[config.mk]
export PLATFORM = sky130hd
export DESIGN_NAME = mem_access_stage_flat
export DESIGN_NICKNAME = d
export VERILOG_FILES = /design/src/rtl/mem_access_stage_if.sv /design/src/rtl/mem_access_stage.sv /design/src/flat_wrapper.sv
export SDC_FILE = /design/constraint.sdc
export NUM_CORES = 1
export LEC_CHECK = 0
export CAP_MARGIN = 5
export CORE_MARGIN = 2
export CORE_UTILIZATION = 34
export DETAILED_ROUTE_END_ITERATION = 10
export DONT_BUFFER_PORTS = 1
export HOLD_SLACK_MARGIN = 0.06
export PLACE_DENSITY_LB_ADDON = 0.2
export SYNTH_ARGS = -nofsm -noshare
export SYNTH_HDL_FRONTEND = slang
export SYNTH_SLANG_ARGS = --single-unit
[constraint.sdc]
create_clock -name clk_i -period 1.8 [get_ports clk_i]
set_input_delay 0.36 -clock clk_i [delete_from_list [all_inputs] [get_ports clk_i]]
set_output_delay 0.36 -clock clk_i [all_outputs]
set_load 0.01 [all_outputs]
[src/rtl/mem_access_stage_if.sv]
// Data-memory request/ready bus between the memory-access stage (master) and data memory (slave).
interface mem_access_stage_if #(
    parameter int unsigned WORD_SIZE = 32,
    parameter int unsigned ADDR_SIZE = 10
);
    logic                   dmem_req;
    logic                   dmem_we;
    logic [ADDR_SIZE-3:0]   dmem_addr;
    logic [WORD_SIZE-1:0]   dmem_wdata;
    logic [3:0]             dmem_be;
    logic [WORD_SIZE-1:0]   dmem_rdata;
    logic                   dmem_ready;

    modport master (
        output dmem_req, dmem_we, dmem_addr, dmem_wdata, dmem_be,
        input  dmem_rdata, dmem_ready
    );

    modport slave (
        input  dmem_req, dmem_we, dmem_addr, dmem_wdata, dmem_be,
        output dmem_rdata, dmem_ready
    );
endinterface

[src/rtl/mem_access_stage.sv]
// RV32I memory-access stage: lane steering, load extension and stall control for a request/ready data memory.
// Optional MEM_STAGE_MISALIGN_TRAP_EN: misaligned half/word accesses are dropped and flagged on misalign_o.
module mem_access_stage #(
    parameter int unsigned WORD_SIZE = 32,
    parameter int unsigned NUM_REGS  = 32,
    parameter int unsigned REG_SEL   = $clog2(NUM_REGS),
    parameter int unsigned ADDR_SIZE = 10
) (
    input  logic                 clk_i,
    input  logic                 rst_ni,
    input  logic                 valid_i,
    input  logic [WORD_SIZE-1:0] alu_result_i,
    input  logic [WORD_SIZE-1:0] store_data_i,
    input  logic [2:0]           funct3_i,
    input  logic [REG_SEL-1:0]   rd_i,
    input  logic                 mem_read_i,
    input  logic                 mem_write_i,
    input  logic                 reg_write_i,
    output logic                 stall_o,
    mem_access_stage_if.master   dmem,
    output logic [WORD_SIZE-1:0] read_data_o,
    output logic [WORD_SIZE-1:0] result_o,
    output logic [REG_SEL-1:0]   rd_o,
    output logic                 mem_read_o,
    output logic                 reg_write_o,
    output logic                 misalign_o
);

    typedef enum logic [1:0] {IDLE, REQ, DONE} state_t;

    state_t                 state_q;
    logic                   req_q, we_q, load_q, rw_q;
    logic [ADDR_SIZE-3:0]   addr_q;
    logic [WORD_SIZE-1:0]   wdata_q, alu_q, ldata_q;
    logic [3:0]             be_q;
    logic [2:0]             f3_q;
    logic [1:0]             off_q;
    logic [REG_SEL-1:0]     rd_q;

    logic                   mem_op, is_store, is_byte, is_half, is_word, trap;
    logic [1:0]             off, eff_off;
    logic [WORD_SIZE-1:0]   wdata_d, ldata_d;
    logic [3:0]             be_d;
    logic [7:0]             ld_byte;
    logic [15:0]            ld_half;

    // Store and load size decode differ: only loads treat funct3[2] as the unsigned flag.
    always_comb begin
        off      = alu_result_i[1:0];
        mem_op   = valid_i & (mem_read_i | mem_write_i);
        is_store = mem_write_i;
        if (is_store) begin
            is_byte = (funct3_i == 3'b000);
            is_half = (funct3_i == 3'b001);
        end else begin
            is_byte = (funct3_i[1:0] == 2'b00);
            is_half = (funct3_i[1:0] == 2'b01);
        end
        is_word = ~is_byte & ~is_half;
        eff_off = is_byte ? off : (is_half ? {off[1], 1'b0} : 2'b00);
`ifdef MEM_STAGE_MISALIGN_TRAP_EN
        trap = mem_op & ((is_half & off[0]) | (is_word & (off != 2'b00)));
`else
        trap = 1'b0;
`endif
        if (is_byte) begin
            wdata_d = {4{store_data_i[7:0]}};
            be_d    = 4'b0001 << eff_off;
        end else if (is_half) begin
            wdata_d = {2{store_data_i[15:0]}};
            be_d    = 4'b0011 << eff_off;
        end else begin
            wdata_d = store_data_i;
            be_d    = 4'b1111;
        end
    end

    always_comb begin
        ld_byte = dmem.dmem_rdata[{off_q, 3'b000} +: 8];
        ld_half = dmem.dmem_rdata[{off_q[1], 4'b0000} +: 16];
        case (f3_q)
            3'b000:  ldata_d = {{24{ld_byte[7]}}, ld_byte};
            3'b100:  ldata_d = {24'b0, ld_byte};
            3'b001:  ldata_d = {{16{ld_half[15]}}, ld_half};
            3'b101:  ldata_d = {16'b0, ld_half};
            default: ldata_d = dmem.dmem_rdata;
        endcase
    end

    always_ff @(posedge clk_i or negedge rst_ni) begin
        if (!rst_ni) begin
            state_q <= IDLE;
            req_q   <= 1'b0;
            we_q    <= 1'b0;
            addr_q  <= '0;
            wdata_q <= '0;
            be_q    <= '0;
            f3_q    <= '0;
            off_q   <= '0;
            rd_q    <= '0;
            rw_q    <= 1'b0;
            alu_q   <= '0;
            load_q  <= 1'b0;
            ldata_q <= '0;
        end else begin
            case (state_q)
                IDLE: begin
                    if (mem_op && !trap) begin
                        state_q <= REQ;
                        req_q   <= 1'b1;
                        we_q    <= is_store;
                        addr_q  <= alu_result_i[ADDR_SIZE-1:2];
                        wdata_q <= wdata_d;
                        be_q    <= be_d;
                        f3_q    <= funct3_i;
                        off_q   <= off;
                        rd_q    <= rd_i;
                        rw_q    <= reg_write_i;
                        alu_q   <= alu_result_i;
                        load_q  <= ~is_store;
                        ldata_q <= '0;
                    end
                end
                REQ: begin
                    if (dmem.dmem_ready) begin
                        req_q   <= 1'b0;
                        state_q <= DONE;
                        if (load_q) ldata_q <= ldata_d;
                    end
                end
                DONE:    state_q <= IDLE;
                default: state_q <= IDLE;
            endcase
        end
    end

    assign dmem.dmem_req   = req_q;
    assign dmem.dmem_we    = we_q;
    assign dmem.dmem_addr  = addr_q;
    assign dmem.dmem_wdata = wdata_q;
    assign dmem.dmem_be    = be_q;

    // Outputs are forced to zero while reset is held, even though IDLE is otherwise a pass-through.
    always_comb begin
        stall_o     = 1'b0;
        result_o    = '0;
        read_data_o = '0;
        rd_o        = '0;
        mem_read_o  = 1'b0;
        reg_write_o = 1'b0;
        misalign_o  = 1'b0;
        if (rst_ni) begin
            case (state_q)
                IDLE: begin
                    if (mem_op && !trap) begin
                        stall_o = 1'b1;
                    end else begin
                        result_o = alu_result_i;
                        rd_o     = rd_i;
                        if (trap) begin
                            misalign_o = 1'b1;
                        end else begin
                            mem_read_o  = mem_read_i;
                            reg_write_o = reg_write_i & valid_i;
                        end
                    end
                end
                REQ: stall_o = 1'b1;
                DONE: begin
                    result_o    = alu_q;
                    read_data_o = ldata_q;
                    rd_o        = rd_q;
                    mem_read_o  = load_q;
                    reg_write_o = rw_q;
                end
                default: ;
            endcase
        end
    end

endmodule

[src/flat_wrapper.sv]
// flat-port wrapper written by rule: the top's interface ports become plain ports
module mem_access_stage_flat 
#(
    parameter int unsigned WORD_SIZE = 32,
    parameter int unsigned NUM_REGS  = 32,
    parameter int unsigned REG_SEL   = $clog2(NUM_REGS),
    parameter int unsigned ADDR_SIZE = 10
)
  (clk_i, rst_ni, valid_i, alu_result_i, store_data_i, funct3_i, rd_i, mem_read_i, mem_write_i, reg_write_i, stall_o, read_data_o, result_o, rd_o, mem_read_o, reg_write_o, misalign_o, dmem_dmem_req, dmem_dmem_we, dmem_dmem_addr, dmem_dmem_wdata, dmem_dmem_be, dmem_dmem_rdata, dmem_dmem_ready);
  mem_access_stage_if #(.WORD_SIZE(WORD_SIZE), .ADDR_SIZE(ADDR_SIZE)) dmem_i ();
  input  logic clk_i;
  input  logic rst_ni;
  input  logic valid_i;
  input  logic [WORD_SIZE-1:0] alu_result_i;
  input  logic [WORD_SIZE-1:0] store_data_i;
  input  logic [2:0] funct3_i;
  input  logic [REG_SEL-1:0] rd_i;
  input  logic mem_read_i;
  input  logic mem_write_i;
  input  logic reg_write_i;
  output logic stall_o;
  output logic [WORD_SIZE-1:0] read_data_o;
  output logic [WORD_SIZE-1:0] result_o;
  output logic [REG_SEL-1:0] rd_o;
  output logic mem_read_o;
  output logic reg_write_o;
  output logic misalign_o;
  output wire logic [$bits(dmem_i.dmem_req)-1:0] dmem_dmem_req;
  output wire logic [$bits(dmem_i.dmem_we)-1:0] dmem_dmem_we;
  output wire logic [$bits(dmem_i.dmem_addr)-1:0] dmem_dmem_addr;
  output wire logic [$bits(dmem_i.dmem_wdata)-1:0] dmem_dmem_wdata;
  output wire logic [$bits(dmem_i.dmem_be)-1:0] dmem_dmem_be;
  input wire logic [$bits(dmem_i.dmem_rdata)-1:0] dmem_dmem_rdata;
  input wire logic [$bits(dmem_i.dmem_ready)-1:0] dmem_dmem_ready;
  assign dmem_dmem_req = dmem_i.dmem_req;
  assign dmem_dmem_we = dmem_i.dmem_we;
  assign dmem_dmem_addr = dmem_i.dmem_addr;
  assign dmem_dmem_wdata = dmem_i.dmem_wdata;
  assign dmem_dmem_be = dmem_i.dmem_be;
  assign dmem_i.dmem_rdata = dmem_dmem_rdata;
  assign dmem_i.dmem_ready = dmem_dmem_ready;
  mem_access_stage #(.WORD_SIZE(WORD_SIZE), .NUM_REGS(NUM_REGS), .REG_SEL(REG_SEL), .ADDR_SIZE(ADDR_SIZE)) u_core (.clk_i(clk_i), .rst_ni(rst_ni), .valid_i(valid_i), .alu_result_i(alu_result_i), .store_data_i(store_data_i), .funct3_i(funct3_i), .rd_i(rd_i), .mem_read_i(mem_read_i), .mem_write_i(mem_write_i), .reg_write_i(reg_write_i), .stall_o(stall_o), .dmem(dmem_i), .read_data_o(read_data_o), .result_o(result_o), .rd_o(rd_o), .mem_read_o(mem_read_o), .reg_write_o(reg_write_o), .misalign_o(misalign_o));
endmodule
After elaboration in Yosys (flattened, before gate mapping). Index checks and enable logic that the tools add are counted.

Flip-flop bits (word level): 124. Input bits: 111. Output and inout port bits: 119. Logic and storage cells: 76.

Equal/unequal tests: 10. Shift operators: 4. Mux-type cells: 36. Bitwise gates (word level): 4. Reduce and logical (&&, ||, !) cells: 9.

Operators by type and width (count): $mux 32 (9); $pmux 32 s2 (2); $pmux 32 s4 (1); $shiftx 32x6->16 (1); $shiftx 32x6->8 (1); $mux 1 (10); $mux 5 (2); $pmux 5 s2 (1); $mux 2 (4); $mux 4 (2); $pmux 1 s2 (4); $eq 3x1->1 const B (2); $eq 3x3->1 const B (2); $logic_not 3->1 (2); $eq 2x1->1 const B (2); $logic_not 2->1 (2); $ne 2x1->1 const B (2); $pmux 2 s2 (1); $reduce_and 2->1 (2); $reduce_and 4->1 (1); $shl 1x2->4 const A (1); $shl 2x2->4 const A (1); $reduce_and 3->1 (1); $and 1x1->1 (2); 5 further kinds (5).

Depth between registers and ports, before layout. Gate-level depths: netlist of the first run.

Word-level depth: 7. Mapped depth: 9. Mapped depth without buffers: 8.

Worst setup path after synthesis of the first run. Ideal clock, no wire load.

Path kind: in2reg. From: input funct3_i[2]. To: register u_core.be_q[2], in the netlist u_core.dmem.dmem_be[2]. Arrival time: 1.819 ns. Data required time: 1.682 ns. Path slack: -0.137 ns. Cell stages on the path: 9. Cells stage by stage: a21oi_2 -> nor2b_1 -> buf_4 -> nand2_1 -> ha_1 -> nand2_1 -> o21ai_0 -> a21oi_1 -> a21o_1.

Word-level cells in the longest chain between the ends: 7.

Ends and longest elaborated chain: start: declaration (RTL line flat_wrapper.sv:16) `input logic [2:0] funct3_i;`; $eq 3x1->1 (RTL line mem_access_stage.sv:54) `is_half = (funct3_i == 3'b001);`; $mux 1 (RTL line mem_access_stage.sv:52) `if (is_store) begin`; $mux 2 (2 in a row) (RTL line mem_access_stage.sv:60) `eff_off = is_byte ? off : (is_half ? {off[1], 1'b0} : 2'b00);`; $shl 2x2->4 (RTL line mem_access_stage.sv:71) `be_d = 4'b0011 << eff_off;`; $mux 4 (RTL line mem_access_stage.sv:69) `end else if (is_half) begin`; $mux 4 * (RTL line mem_access_stage.sv:66) `if (is_byte) begin`; end signal: assignment (RTL line mem_access_stage.sv:97) `be_q <= '0;`; end signal: assignment (RTL line mem_access_stage.sv:114) `be_q <= be_d;`; end: declaration (RTL line mem_access_stage.sv:35) `logic [3:0] be_q;`.

Every way passes the cells marked *; elsewhere a longest branch is shown, timed or not. A chain may end at the register's enable or synchronous reset.

Final worst setup path of the first run.
From: register u_core.state_q[1]. To: output reg_write_o.

Word-level cells in the longest chain between the ends: 3.

Ends and longest elaborated chain: start: declaration (RTL line mem_access_stage.sv:31) `state_t state_q;`; start signal: assignment (RTL line mem_access_stage.sv:92) `state_q <= IDLE;`; start signal: assignment (RTL line mem_access_stage.sv:109) `state_q <= REQ;`; start signal: assignment (RTL line mem_access_stage.sv:127) `state_q <= DONE;`; $eq 2x2->1 / $logic_not 2->1 (equally long branches) (RTL line mem_access_stage.sv:153) `case (state_q)`; $pmux 1 s2 * (RTL line mem_access_stage.sv:153); $mux 1 * (RTL line mem_access_stage.sv:152) `if (rst_ni) begin`; end: declaration (RTL line flat_wrapper.sv:26) `output logic reg_write_o;`.

Marks and branches as above.

==> flow_metrics.py, run 1 <==
metrics = {
    "hold_path": {
        "min-delay-path-class": "in -> async",
    },
    "placed_design": {
        "portBuffers": 0,
        "gp_congestion": 0.845,
        "place_inst": 792,
        "hpwlAfterDp_mm": 11.9,
    },
    "drt": {
        "drt_pass1_iterations": 4,
        "dr.first_iter.drc_count": 228,
        "wire_per_inst_um": 21.2,
        "final_antenna_net_count": 0,
        "vias": 4678,
        "via_per_inst": 5.60,
        "routed_wl_mm": 17.7,
        "drc": 0,
    },
    "logic_synthesis": {
        "synthTopCellsByArea": "dfrtp_1, mux2_2, o21ai_0, a22oi_1, mux2i_1",
        "avgSynthCellArea_um2": 10.1,
        "syn-num-nets": 707,
        "netlist-cell-type-count": 43,
        "ys_ff_latch": 114,
        "synth-seq-area-share": 0.473,
        "synth-edff-count": 0,
        "synth_ff_type": "dfrtp_1",
        "ys_async_sr_fraction": 1.00,
        "ys.warnings.count": 0,
        "synthCells": 595,
        "synth_top_area_share": 0.473,
        "synth_area_leader_cell": "dfrtp_1",
        "synthesis.area_mm2": 0.00603,
    },
    "critical_path": {
        "end_kind": "primary output",
        "worst-endpoint-arrival_ns": 1.72,
        "worstPathMaxFanout": 6,
        "worst_setup_path_start_kind": "register",
        "worstSetupPathType": "reg -> out",
        "required_ns": 1.44,
    },
    "sta": {
        "fin_crit_sh": 1.16,
        "min_period_ns": 2.08,
        "fmax_mhz": 480,
        "fin_worst_skew_ns": 0.00682,
        "timing.hold.ws_ns": -0.353,
        "slew_viol_final": 0,
        "finalHoldViolations": 114,
        "setup_violations": 71,
        "rsz0062_at_grt": "true",
        "finalWorstSetupSlack_ns": -0.285,
    },
    "die": {
        "coreArea_mm2": 0.0173,
        "die_area_mm2": 0.0188,
        "ios": 230,
        "rows": 48,
        "die_x_um": 137,
        "die_height_um": 137,
        "initial_core_util": 0.349,
    },
    "clock_tree": {
        "worstSkewPairLatency_ns": 0.42,
        "clk_pin_slew_ns": 0.06,
        "cts_tree": "yes",
        "clockBufferDepth": 2,
        "cts_buffers": 17,
        "ctsHoldBuffers": 2,
        "clock_sinks": 114,
        "cts-root-buf": "clkbuf_16",
        "htree_levels": 4,
    },
    "grt": {
        "grtUsageMet2": 0.298,
        "use_met3": 0.0898,
        "antenna_found_initial": 1,
        "groute.usage.overall": 0.187,
        "grt_max_degree": 118,
        "grt_first_pass_wirelength_mm": 26.7,
        "grt_pass1_vias": 4753,
        "grt.busiest_layer": "met2",
        "gr-total-overflow": 0,
        "gr-usage-met1": 0.222,
    },
    "final_layout": {
        "seq_area_mm2": 0.00286,
        "antennaDiodeCount": 0,
        "areaGrowthSynthToFinish_pct": 27.0,
        "fin_cells": 836,
        "multi_input_comb_area_mm2": 0.00331,
        "drive_gt1_frac": 0.426,
        "num-fill-cells": 1660,
        "fin_nets": 710,
    },
    "status": {
        "status": "finished, violations left",
        "violations": "negative hold slack, negative setup slack",
    },
    "power_and_ir_drop": {
        "p_leak_nw": 3.24,
        "vdd_ir_drop_max_uv": 728,
        "p_per_area_mw_per_mm2": 1360,
    },
    "run": {
        "drv_cap": 0,
    },
}
-- worst max-delay path, cell delays in order (launching register included) --
cell	delay, ns
dfrtp_1	0.38
buf_4	0.16
and2b_4	0.19
buf_12	0.14
buf_16	0.14
a32oi_1	0.22
nor2_2	0.09
-- sequential cells by signal (all words and copies together) (netlist names), 2 cells and up --
signal,count
u_core.alu_q,31
u_core.dmem.dmem_be,4
u_core.dmem.dmem_wdata,32
u_core.f3_q,3
u_core.ldata_q,32
u_core.rd_q,5
u_core.state_q,2
-- logic make-up (layout without fill, tap and decap cells) --
family	after synthesis	count (layout)	share of synthesized area
AOI/OAI and AO/OA	169	169	0.193
adders and majority gates	1	1	0.00207
buffers and inverters	73	89	0.0558
DFF	114	114	0.473
muxes	83	83	0.150
other	1	1	0.000622
and+or+nand+nor	154	154	0.126
-- timing repair --
| item | in CTS | in global routing |
|---|---|---|
| hold endpoints to repair | 116 | 114 |
| setup buffers | 4 | 0 |
| setup endpoints to repair | 87 | 96 |
| gates resized for setup | 65 | 57 |
| pin swaps | 15 | 40 |
| cloned | 5 | 1 |
-- report_power, final --
part           internal (mW)  leakage, nW  switching (mW)
clock network           1.82        0.272            1.39
logic                   1.47         1.56            1.45
registers               3.41         1.41           0.866
total                   6.71         3.24            3.70
-- synthesized netlist by cell type (3+ instances only) --
cell / n
a221o_1: 6
a211o_1: 7
mux2_2: 59
and3_1: 32
nand2_1: 48
o21ai_0: 61
buf_2: 14
nor2_1: 45
a22oi_1: 37
dfrtp_1: 114
inv_1: 11
mux2i_1: 24
nand3_1: 7
clkbuf_1: 33
a21o_1: 4
buf_1: 3
a221o_2: 10
a21oi_1: 26
and2b_1: 3
and3b_1: 7
a22o_1: 7
buf_4: 10
-- final timing paths --
| kind | endpoint | cells past startpoint | slack, ns | from |
|---|---|---|---|---|
| hold reg to reg | u_core.ldata_q[5] | 2 | 0.48 | u_core.ldata_q[5] |
| min in group clk_i | u_core.dmem.dmem_wdata[4] | 1 | 0.09 | store_data_i[4] |
| setup / recovery | reg_write_o | 6 | -0.28 | u_core.state_q[1] |
| hold / removal | u_core.ldata_q[3] | 0 | -0.35 | rst_ni |
| max in group asynchronous | u_core.dmem.dmem_wdata[18] | 0 | 1.97 | rst_ni |
| setup reg to reg | u_core.ldata_q[22] | 6 | 0.07 | u_core.state_q[0] |
-- cell usage in the layout, fill, tap and decap left out, drive strengths merged, types with 3 or more instances in the layout --
cell type  instances
nor2              45
o21ai             61
a221o             16
mux2              59
buf               41
dfrtp            114
nand3              7
and3b              8
a211o              7
and3              32
mux2i             24
clkbuf            18
a21o               4
clkinvlp           3
a22oi             38
nand2             49
a22o               7
and2b              3
a21oi             27
inv               22
-- layout make-up --
cell class / count / share of cell area
Multi-Input combinational cell: 408 / 0.432
Sequential cell: 114 / 0.373
Timing Repair Buffer: 45 / 0.0790
Clock buffer: 17 / 0.0555
Tap cell: 225 / 0.0367
Clock inverter: 15 / 0.0178
Inverter: 12 / 0.00637
-- metal layers --
metal	vias to the layer above	wire [µm]
met3	18	2000
met1	2305	7080
met2	190	8420
met5	-	0
li1	2165	-
met4	0	242
-- per-stage QoR --
step	TNS [ns]	total power [mW]	utilization	setup slack [ns]	area, µm²
CTS	-14.60	10.4	0.427	-0.304	7390
detailed placement	-2.51	6.75	0.370	-0.168	6400
global placement	-0.756	6.65	0.370	-0.0523	6400
global route	-16.98	11.0	0.443	-0.378	7660
floorplan	-0.00899	6.00	-	-0.00899	6050
finish	-11.89	10.4	0.443	-0.285	7660
Power figures use the tool's default switching activity.
==> run 2: changes to the inputs <==
--- a/config.mk
+++ b/config.mk
@@ -10,7 +10,7 @@
 export CORE_UTILIZATION = 34
 export DETAILED_ROUTE_END_ITERATION = 10
 export DONT_BUFFER_PORTS = 1
-export HOLD_SLACK_MARGIN = 0.06
+export GPL_ROUTABILITY_DRIVEN = 0
 export PLACE_DENSITY_LB_ADDON = 0.2
 export SYNTH_ARGS = -nofsm -noshare
 export SYNTH_HDL_FRONTEND = slang
==> run 2 against run 1 <==
Compared with the run above:
- the flow still finishes with violations (negative hold slack, negative setup slack)
- worst hold slack about the same
- die area unchanged
- fmax about the same
- largest cell class unchanged
- highest routed layer unchanged
==> flow_metrics.py, run 2 (synthesized netlist as in run 1, its figures left out) <==
metrics = {
    "critical_path": {
        "worstSetupPathType": "reg -> out",
        "worstPathMaxFanout": 6,
        "worst-endpoint-arrival_ns": 1.72,
        "worst_setup_path_start_kind": "register",
        "required_ns": 1.44,
        "end_kind": "primary output",
        "rrSetupSlack_ns": 0.08,
    },
    "placed_design": {
        "portBuffers": 0,
        "place_ws_ns": -0.168,
        "place_inst": 792,
        "hpwlAfterDp_mm": 11.9,
    },
    "final_layout": {
        "drive_gt1_frac": 0.427,
        "final_common_cell": "dfrtp_1",
        "fin_nets": 708,
        "most-common-layout-cells": "dfrtp_1, o21ai_0, mux2_2",
        "areaGrowthSynthToFinish_pct": 26.7,
        "antennaDiodeCount": 0,
        "fin_cells": 834,
        "final_util": 0.442,
    },
    "drt": {
        "wire_per_inst_um": 21.2,
        "dr.first_iter.drc_count": 250,
        "wl_met3_mm": 2.02,
        "drt_pass1_iterations": 4,
        "wirelength_met1_mm": 7.01,
        "routed_wl_mm": 17.7,
        "final_antenna_net_count": 0,
        "wl_met2_mm": 8.40,
        "vias": 4687,
        "via_per_inst": 5.62,
        "routed.top_layer": "met4",
        "drc": 0,
    },
    "power_and_ir_drop": {
        "p_leak_nw": 3.23,
        "p_per_area_mw_per_mm2": 1360,
        "vdd_ir_drop_max_uv": 727,
        "sw_frac_of_total": 0.356,
        "internal_power_mw": 6.70,
        "power.sequential.fraction": 0.411,
        "p_total_mw": 10.4,
        "comb_power_share": 0.279,
        "p_switching_mw": 3.70,
        "clkPwrFrac": 0.309,
    },
    "grt": {
        "antenna_found_initial": 1,
        "grt_max_degree": 118,
        "grt_first_pass_wirelength_mm": 26.7,
        "gr-total-overflow": 0,
        "grt_pass1_vias": 4730,
        "groute.usage.overall": 0.186,
    },
    "sta": {
        "setup_violations": 71,
        "slew_viol_final": 0,
        "rsz0062_at_grt": "true",
        "finalHoldViolations": 114,
        "finalWorstSetupSlack_ns": -0.283,
        "fin_worst_skew_ns": 0.00676,
        "min_period_ns": 2.08,
        "fmax_mhz": 480,
        "fin_crit_sh": 1.16,
        "timing.hold.ws_ns": -0.353,
    },
    "die": {
        "die_area_mm2": 0.0188,
        "ios": 230,
        "die_x_um": 137,
        "initial_core_util": 0.349,
        "rows": 48,
        "coreArea_mm2": 0.0173,
        "die_height_um": 137,
    },
    "clock_tree": {
        "htree_levels": 4,
        "cts-root-buf": "clkbuf_16",
        "cts_buffers": 17,
        "worstSkewPairLatency_ns": 0.42,
        "clock_sinks": 114,
        "cts_tree": "yes",
        "clk_pin_slew_ns": 0.06,
        "clockBufferDepth": 2,
    },
    "status": {
        "status": "finished, violations left",
        "violations": "negative hold slack, negative setup slack",
    },
    "hold_path": {
        "min-delay-path-class": "in -> async",
    },
    "run": {
        "drv_cap": 0,
    },
}
## run 2: cell count changes in the layout (fill, tap and decap cells not counted), sizes merged
cell / delta
dlygate4sd3: -2
## run 2: layout make-up
class	count	area [µm²]
Clock buffer	17	425
Clock inverter	15	136
Fill cell	1662	9660
Inverter	12	48.8
Multi-Input combinational cell	408	3310
Sequential cell	114	2860
Tap cell	225	282
Timing Repair Buffer	43	586
## run 2: path summary, 6_finish.rpt
check / startpoint / end / cells past startpoint
worst max-delay path: u_core.state_q[1] / reg_write_o / 6
worst min-delay path: rst_ni / u_core.ldata_q[5] / 0
worst max register to register: u_core.state_q[0] / u_core.ldata_q[23] / 6
worst min register to register: u_core.ldata_q[5] / u_core.ldata_q[5] / 2
max in group asynchronous: rst_ni / u_core.dmem.dmem_wdata[18] / 0
min in group clk_i: mem_write_i / u_core.load_q / 1
## run 2: layer usage
layer	vias to the layer above	GRT usage
li1	2160	-
met4	0	0.0601
met2	199	0.297
met3	17	0.0901
met5	-	0
met1	2311	0.222
## run 2: worst max-delay path, stage by stage, from the launching register on
cell     delay, ns
dfrtp_1       0.38
buf_4         0.16
and2b_4       0.19
buf_12        0.14
buf_16        0.14
a32oi_1       0.22
nor2_2        0.09
## run 2: power groups by stage
stage | Clock, mW | Sequential (mW) | Combinational, mW
detailed placement | 0 | 4.25 | 2.50
global placement | 0 | 4.23 | 2.42
global route | 3.46 | 4.39 | 3.18
floorplan | 0 | 3.96 | 2.04
CTS | 3.32 | 4.24 | 2.82
finish | 3.22 | 4.28 | 2.91
## run 2: repair_timing
item | 4_1_cts | 5_1_grt
cloned | 5 | 1
resized for setup | 65 | 57
endpoints found under the setup margin | 87 | 96
endpoints found under the hold margin | 114 | 114
pin swaps | 15 | 40
setup buffers | 4 | 0
## run 2: metrics by stage
step / hold slack [ns] / setup TNS, ns / area (µm²)
after floorplan: 0.0644 / -0.00899 / 6050
after global placement: 0.0695 / -0.756 / 6400
after detailed placement: 0.0700 / -2.51 / 6400
after CTS: -0.381 / -14.60 / 7370
after global routing: -0.380 / -16.98 / 7640
final: -0.353 / -11.84 / 7640
